### config.mk
export PLATFORM = sky130hd
export DESIGN_NAME = t5_dctl
export DESIGN_NICKNAME = d
export VERILOG_FILES = /design/src/rtl/t5_dctl.sv
export SDC_FILE = /design/constraint.sdc
export NUM_CORES = 1
export LEC_CHECK = 0
export ABC_AREA = 1
export CORE_UTILIZATION = 41
export DETAILED_ROUTE_END_ITERATION = 8
export GPL_ROUTABILITY_DRIVEN = 0
export PLACE_DENSITY = 0.69
export SLEW_MARGIN = 25
export SYNTH_ARGS = -nofsm -noshare
export SYNTH_HDL_FRONTEND = slang
export SYNTH_SLANG_ARGS = --single-unit
### constraint.sdc
create_clock -name sclk -period 3.06 [get_ports sclk]
set_input_delay 0.612 -clock sclk [delete_from_list [all_inputs] [get_ports sclk]]
set_output_delay 0.612 -clock sclk [all_outputs]
set_load 0.02 [all_outputs]
### src/rtl/t5_dctl.sv
// t5 data-bus sequencer: one classic bus cycle per access,
// pipeline stall via sena, load alignment and trap pulses.
module t5_dctl #(
    parameter int TOUT = 16
) (
    input  logic        sclk,
    input  logic        srst,
    input  logic [1:0]  xstb,
    input  logic        xwre,
    input  logic [3:0]  xsel,
    input  logic [14:12] mfn3,
    input  logic        dwb_ack,
    input  logic [31:0] dwb_dti,
    output logic        dwb_cyc,
    output logic        dwb_stb,
    output logic        sena,
    output logic [31:0] mdat,
    output logic [1:0]  mtrp
);

    localparam int TW = (TOUT < 1) ? 1 : $clog2(TOUT + 1);
    localparam logic [TW-1:0] TLAST = TW'((TOUT < 1) ? 0 : TOUT - 1);

    typedef enum logic [1:0] {
        IDLE,
        BUSY,
        DONE
    } state_t;

    state_t        state;
    logic [TW-1:0] timer;
    logic          req_ok;
    logic          req_mis;
    logic          tout_hit;
    logic          sx;
    logic [31:0]   ld;

    assign req_ok   = xstb[1] & ~xstb[0];
    assign req_mis  = xstb[1] & xstb[0];
    assign tout_hit = (TOUT != 0) && (timer == TLAST);
    assign sx       = ~mfn3[14];

    assign dwb_cyc = (state == BUSY);
    assign dwb_stb = (state == BUSY);

    always_comb begin
        ld = dwb_dti;
        unique case (xsel)
            4'h1:    ld = {{24{sx & dwb_dti[7]}},  dwb_dti[7:0]};
            4'h2:    ld = {{24{sx & dwb_dti[15]}}, dwb_dti[15:8]};
            4'h4:    ld = {{24{sx & dwb_dti[23]}}, dwb_dti[23:16]};
            4'h8:    ld = {{24{sx & dwb_dti[31]}}, dwb_dti[31:24]};
            4'h3:    ld = {{16{sx & dwb_dti[15]}}, dwb_dti[15:0]};
            4'hC:    ld = {{16{sx & dwb_dti[31]}}, dwb_dti[31:16]};
            default: ld = dwb_dti;
        endcase
    end

    always_comb begin
        sena = 1'b1;
        unique case (state)
            IDLE:    sena = ~req_ok;
            BUSY:    sena = 1'b0;
            default: sena = 1'b1;
        endcase
    end

    // Ack is tested before the terminal count so it wins a tie.
    always_ff @(posedge sclk or negedge srst) begin
        if (!srst) begin
            state <= IDLE;
            timer <= '0;
            mdat  <= '0;
            mtrp  <= '0;
        end else begin
            mtrp <= '0;
            unique case (state)
                IDLE: begin
                    if (req_ok) begin
                        state <= BUSY;
                        timer <= '0;
                    end else if (req_mis) begin
                        mtrp <= 2'b01;
                    end
                end
                BUSY: begin
                    if (dwb_ack) begin
                        state <= DONE;
                        if (!xwre)
                            mdat <= ld;
                    end else if (tout_hit) begin
                        state <= DONE;
                        mtrp  <= 2'b10;
                    end else begin
                        timer <= timer + 1'b1;
                    end
                end
                DONE:    state <= IDLE;
                default: state <= IDLE;
            endcase
        end
    end

endmodule

==> out/metrics.yaml, run 1 <==
tightest_slew_ps: 894
holdCritPathClass: "primary input to async pin"
post-route-min-period_ps: 2520
crit_buf_inv: 3
async_flop_share_pct: 100
placed_area_um2: 3550
routed_via_density: 4.81
dieArea_um2: 7020
finalCritPeriodShare_pct: 82.2
cts_resized: 0
yosys_warnings: 0
stdcell_count: 558
powerDensity_nw_per_um2: 714
irDropWorstVdd_mv: 0.415
start_kind: "primary input"
rsz0062_at_grt: "no"
coreArea_um2: 6390
hold_viol: 0
die_y_um: 83.8
netlist-cell-type-count: 28
max_slew_margin_pct: 40.4
cp_slowest_stage_delay_ps: 620
syn_inst: 406
grt_max_degree: 42
synth_seq_area_share_pct: 37.4
antenna_found_initial: 0
syn_avg_cell_area_um2: 6.75
setup_viol: 0
fin_nets: 528
synthFlopType: "dfrtp_1"
synth_nets: 453
place_inst: 551
critPathRequiredTime_ps: 2450
ys_top_cells_by_count: "136 x nand2_1, 63 x nand3_1, 46 x inv_1"
port_buffers: 79
cp_top_family: "buffers and inverters"
synth_area_leader_cell: "dfrtp_1"
drive_gt1_share_pct: 11.2
synth_most_common_cell: "nand2_1"
timing.fmax_ghz: 0.398
routedWlPerCell_um: 12.6
syn_to_final_growth_pct: 33.2
clock_skew_ps: 6.50
path_cells: "clkdlybuf4s50_1 > inv_1 > a31oi_1 > clkdlybuf4s50_1"
multi_input_area_um2: 1390
synth-seq-cells: 41
ios: 82
grt_pass1_wl_um: 11800
clock_latency_ps: 290
crit_slowest_cell: "clkdlybuf4s50_1"
tns_ps: 0
maxCapViolations: 0
fin_util_pct: 57.2
clkTransAtPathRegs_ps: 80
synth_area_um2: 2740
cts_num_sinks: 41
postCtsHoldBufs: 0
ant_nets: 0
drv_slew: 0
row_count: 29
cp.arrival_ps: 1900
leakage_nw: 1.90
die_x_um: 83.8
drt_iter0_drc: 182
clock-root-buffer: "clkbuf_8"
num_vias: 2683
grt-ovfl-total: 0
synthDominantCellAreaShare_pct: 37.4
status: "complete, no violations"
track_usage_pct: 20.8
place_hpwl_um: 5350
drc_errors: 0
cts_tree: "built"
clock_path_buffers: 2
start_util_pct: 42.9
synth_edf_count: 0
n_fill_cell: 615
synth_area_leaders: "dfrtp_1 37%, nand2_1 19%, nand3_1 12%"
antenna_cells: 0
crit_type: "primary input to output port"
finalWirelength_um: 7050
grt_pass1_vias: 2538
drt_pass1_iterations: 5
cts_made_buffers: 5
cts_max_level: 2
seqCellArea_um2: 1030
end_kind: "output port"
cp_max_fo: 2
fin_area_um2: 3650
cpMostUsedCell: "clkdlybuf4s50_1"
cts_setup_buffers: 0
==> routing by layer <==
metal	global-route usage [%]	vias up	part of all wire, %
met4	6.93	0	1.6
met5	0	-	0
li1	-	1392	-
met3	2.97	8	5.3
met1	28.7	1207	48
met2	33.4	76	45
==> final timing paths <==
kind,depth (start not counted),to,startpoint,slack (ps)
min in group sclk,2,mdat[3],mdat[3],490
max reg2reg,11,timer[3],timer[0],1290
min,1,mdat[31],srst,430
max,4,sena,xstb[0],540
min reg2reg,2,mdat[3],mdat[3],490
max in group asynchronous,1,timer[0],srst,2060
==> cells in the final DEF, fill, tap and decap left out <==
cell / netlist / layout
a21oi_1: 5 / 5
a22o_1: 1 / 1
a31oi_1: 1 / 1
buf_2: 9 / 1
buf_4: 2 / 3
bufinv_16: 0 / 1
clkbuf_8: 0 / 5
clkdlybuf4s50_1: 0 / 78
clkinv_1: 8 / 8
clkinv_2: 0 / 1
dfrtp_1: 41 / 41
ha_1: 2 / 2
inv_1: 46 / 46
inv_2: 6 / 6
nand2_1: 136 / 136
nand2_2: 2 / 2
nand2_4: 2 / 2
nand3_1: 63 / 63
nand3_2: 9 / 9
nand3_4: 1 / 1
nand3b_1: 1 / 1
nand4_1: 1 / 1
nor2_1: 38 / 38
nor2_2: 2 / 2
nor2_4: 5 / 5
nor3_1: 2 / 2
o21ai_0: 2 / 2
o22ai_1: 1 / 1
o31ai_1: 1 / 1
or2_2: 16 / 16
==> final cells by class <==
cell class | instances | share of cell area [%]
clock buffer | 5 | 1.88
clock inverter | 2 | 0.959
inverter | 60 | 6.17
multi-input combinational | 291 | 38.1
sequential | 41 | 28.1
tap | 77 | 2.64
timing repair buffer | 82 | 22.1
==> report_power, final <==
| part | internal (W) | switching (W) | total (W) |
|---|---|---|---|
| clock | 0.000237 | 0.000195 | 0.000432 |
| sequential | 0.000773 | 0.000124 | 0.000898 |
| combinational | 0.000624 | 0.000653 | 0.00128 |
| total | 0.00163 | 0.000972 | 0.00261 |
==> flip-flops by register name, summed over array words and instances (netlist names) <==
name   cells
mdat      32
state      2
timer      5
mtrp       2
==> stage by stage <==
stage	hold WS, ps	total power, W	setup slack [ps]
finish	427	0.00261	545
CTS	477	0.00263	543
global route	503	0.00277	470
global placement	467	0.00217	540
floorplan	316	0.00158	1410
detailed placement	465	0.00219	471
==> kinds of logic (layout without fill, tap and decap cells) <==
group	after synthesis	after routing	share of synthesized area, %
fa+ha+maj	2	2	0.913
simple gates	278	278	47.6
flops	41	41	37.4
compound gates	11	11	2.33
buf+inv	74	149	11.8
No activity file was read; power rests on OpenSTA's default activity.
==> inputs of run 2 (changes only) <==
PLACE_DENSITY = 0.72   (was 0.69)
clock period = 2.1 ns   (was 3.06 ns; I/O delays follow)
==> out/metrics.yaml, run 2 (same netlist as run 1, synthesis figures left out) <==
status: "complete, no violations"
cts_resized: 1  # +1
cp.arrival_ps: 1510  # -390 ps
irDropWorstVdd_mv: 0.662  # +59%
drt_iter0_drc: 149  # -18%
antenna_found_initial: 0  # unchanged
start_util_pct: 42.9  # unchanged
num_vias: 2753  # +2.6%
place_hpwl_um: 5590  # +4.3%
antenna_cells: 0  # unchanged
clock-root-buffer: "clkbuf_8"
drc_errors: 0  # unchanged
row_count: 29  # unchanged
power_frac_seq_pct: 35.5  # +1.1 points
cts_setup_buffers: 0  # unchanged
clock_power_share_pct: 14.4  # -2.2 points
reg2reg_depth: 11  # unchanged
grt_max_degree: 42  # unchanged
routedWlPerCell_um: 12.8  # +1.6%
layout_commonest_cell: "nand2_1"
end_kind: "output port"
fin_util_pct: 58.6  # +1.4 points
leakage_nw: 1.96  # +2.9%
grt_pass1_wl_um: 12300  # +4.5%
fin_nets: 539  # +2.1%
clock_path_buffers: 2  # unchanged
regMostFlops: "mdat"
drv_slew: 0  # unchanged
die_y_um: 83.8  # unchanged
cts_made_buffers: 5  # unchanged
finalWirelength_um: 7310  # +3.6%
drive_gt1_share_pct: 13.2  # +2.0 points
maxCapViolations: 0  # unchanged
critPathRequiredTime_ps: 1680  # -770 ps
dieArea_um2: 7020  # unchanged
start_kind: "flop"
finalCritPeriodShare_pct: 92.1
powerDensity_nw_per_um2: 998  # +40%
setup_viol: 0  # unchanged
ios: 82  # unchanged
clock_skew_ps: 4.41  # -2.09 ps
grt_pass1_vias: 2694  # +6.1%
reg2reg_to: "timer[3]"
reg2reg_slack_ps: 340  # -950 ps
port_buffers: 79  # unchanged
cts_tree: "built"
grt-ovfl-total: 0  # unchanged
r2r_start: "timer[0]"
p_sw_share_pct: 38.2  # +0.97 points
p_sw_w: 0.00143  # +47%
post-route-min-period_ps: 1930
tns_ps: 0  # unchanged
timing.fmax_ghz: 0.517
holdCritPathClass: "primary input to async pin"
p_total_w: 0.00374  # +43%
n_fill_cell: 613  # -0.33%
layout_common_cells: "136 x nand2_1, 77 x clkdlybuf4s50_1, 63 x nand3_1"
clock_latency_ps: 290  # about the same
max_slew_margin_pct: 65.0  # +25 points
rsz0062_at_grt: "no"
power_frac_comb_pct: 50.1  # +1.1 points
track_usage_pct: 21.7  # +0.92 points
tightest_slew_ps: 526  # -369 ps
cts_num_sinks: 41  # unchanged
internal-power_w: 0.00231  # +41%
routed_via_density: 4.84  # +0.63%
crit_type: "flop to output port"
postCtsHoldBufs: 0  # unchanged
largest_reg_flops: 32  # unchanged
die_x_um: 83.8  # unchanged
drt_pass1_iterations: 4  # -1
placed_area_um2: 3660  # +3.0%
ant_nets: 0  # unchanged
hold_viol: 0  # unchanged
coreArea_um2: 6390  # unchanged
clkTransAtPathRegs_ps: 80  # about the same
top_regs: "mdat x32, timer x5"
syn_to_final_growth_pct: 36.6
cp_max_fo: 5  # +3
fin_area_um2: 3740  # +2.5%
cts_max_level: 2  # unchanged
==> run 2: metrics by stage <==
| stage | hold WS [ps] | instances | worst slack, ps |
|---|---|---|---|
| 2_1_floorplan | 124 | 406 | 551 |
| 3_3_place_gp | 469 | 562 | -36.3 |
| 3_5_place_dp | 468 | 562 | -49.6 |
| 4_1_cts | 205 | 569 | 157 |
| 5_1_grt | 222 | 569 | 118 |
| 6_report | 176 | 569 | 166 |
==> run 2: metal layers <==
metal  global-route usage (%)  part of all wire [%]
met2                     36.7                    46
met5                        0                     0
met1                     29.0                    47
met3                     4.65                   6.5
met4                     3.24                  0.49
==> run 2: worst max path at each step <==
stage	cells past startpoint	start	endpoint	slack [ps]
2_1_floorplan	9	timer[0]	timer[1]	550
3_3_place_gp	4	xstb[0]	sena	-40
3_5_place_dp	4	xstb[0]	sena	-50
4_1_cts	2	state[1]	dwb_cyc	160
5_1_grt	2	state[1]	dwb_cyc	120
6_report	2	state[1]	dwb_cyc	170
==> run 2: critical path, cell delays in order, from the launching register on <==
cell             delay [ps]
dfrtp_1                 430
nor2_4                  170
clkdlybuf4s50_1         630
==> run 2: power by group through the flow <==
| stage | Sequential, W | Combinational (W) | Clock, W |
|---|---|---|---|
| floorplan | 0.00169 | 0.000612 | 0 |
| global placement | 0.00133 | 0.00185 | 0 |
| detailed placement | 0.00134 | 0.00188 | 0 |
| CTS | 0.00133 | 0.00189 | 0.000551 |
| global route | 0.00137 | 0.00203 | 0.000584 |
| finish | 0.00133 | 0.00187 | 0.000538 |
==> run 2: area by class of cell <==
cell class	count	area, µm²	share of cell area [%]
multi-input cells	291	1390	37.2
flip-flops and latches	41	1030	27.4
repair buffers	93	915	24.4
inverters	60	225	6.01
well taps	77	96.3	2.57
clock buffers	6	82.6	2.21
clock inverters	1	7.51	0.200
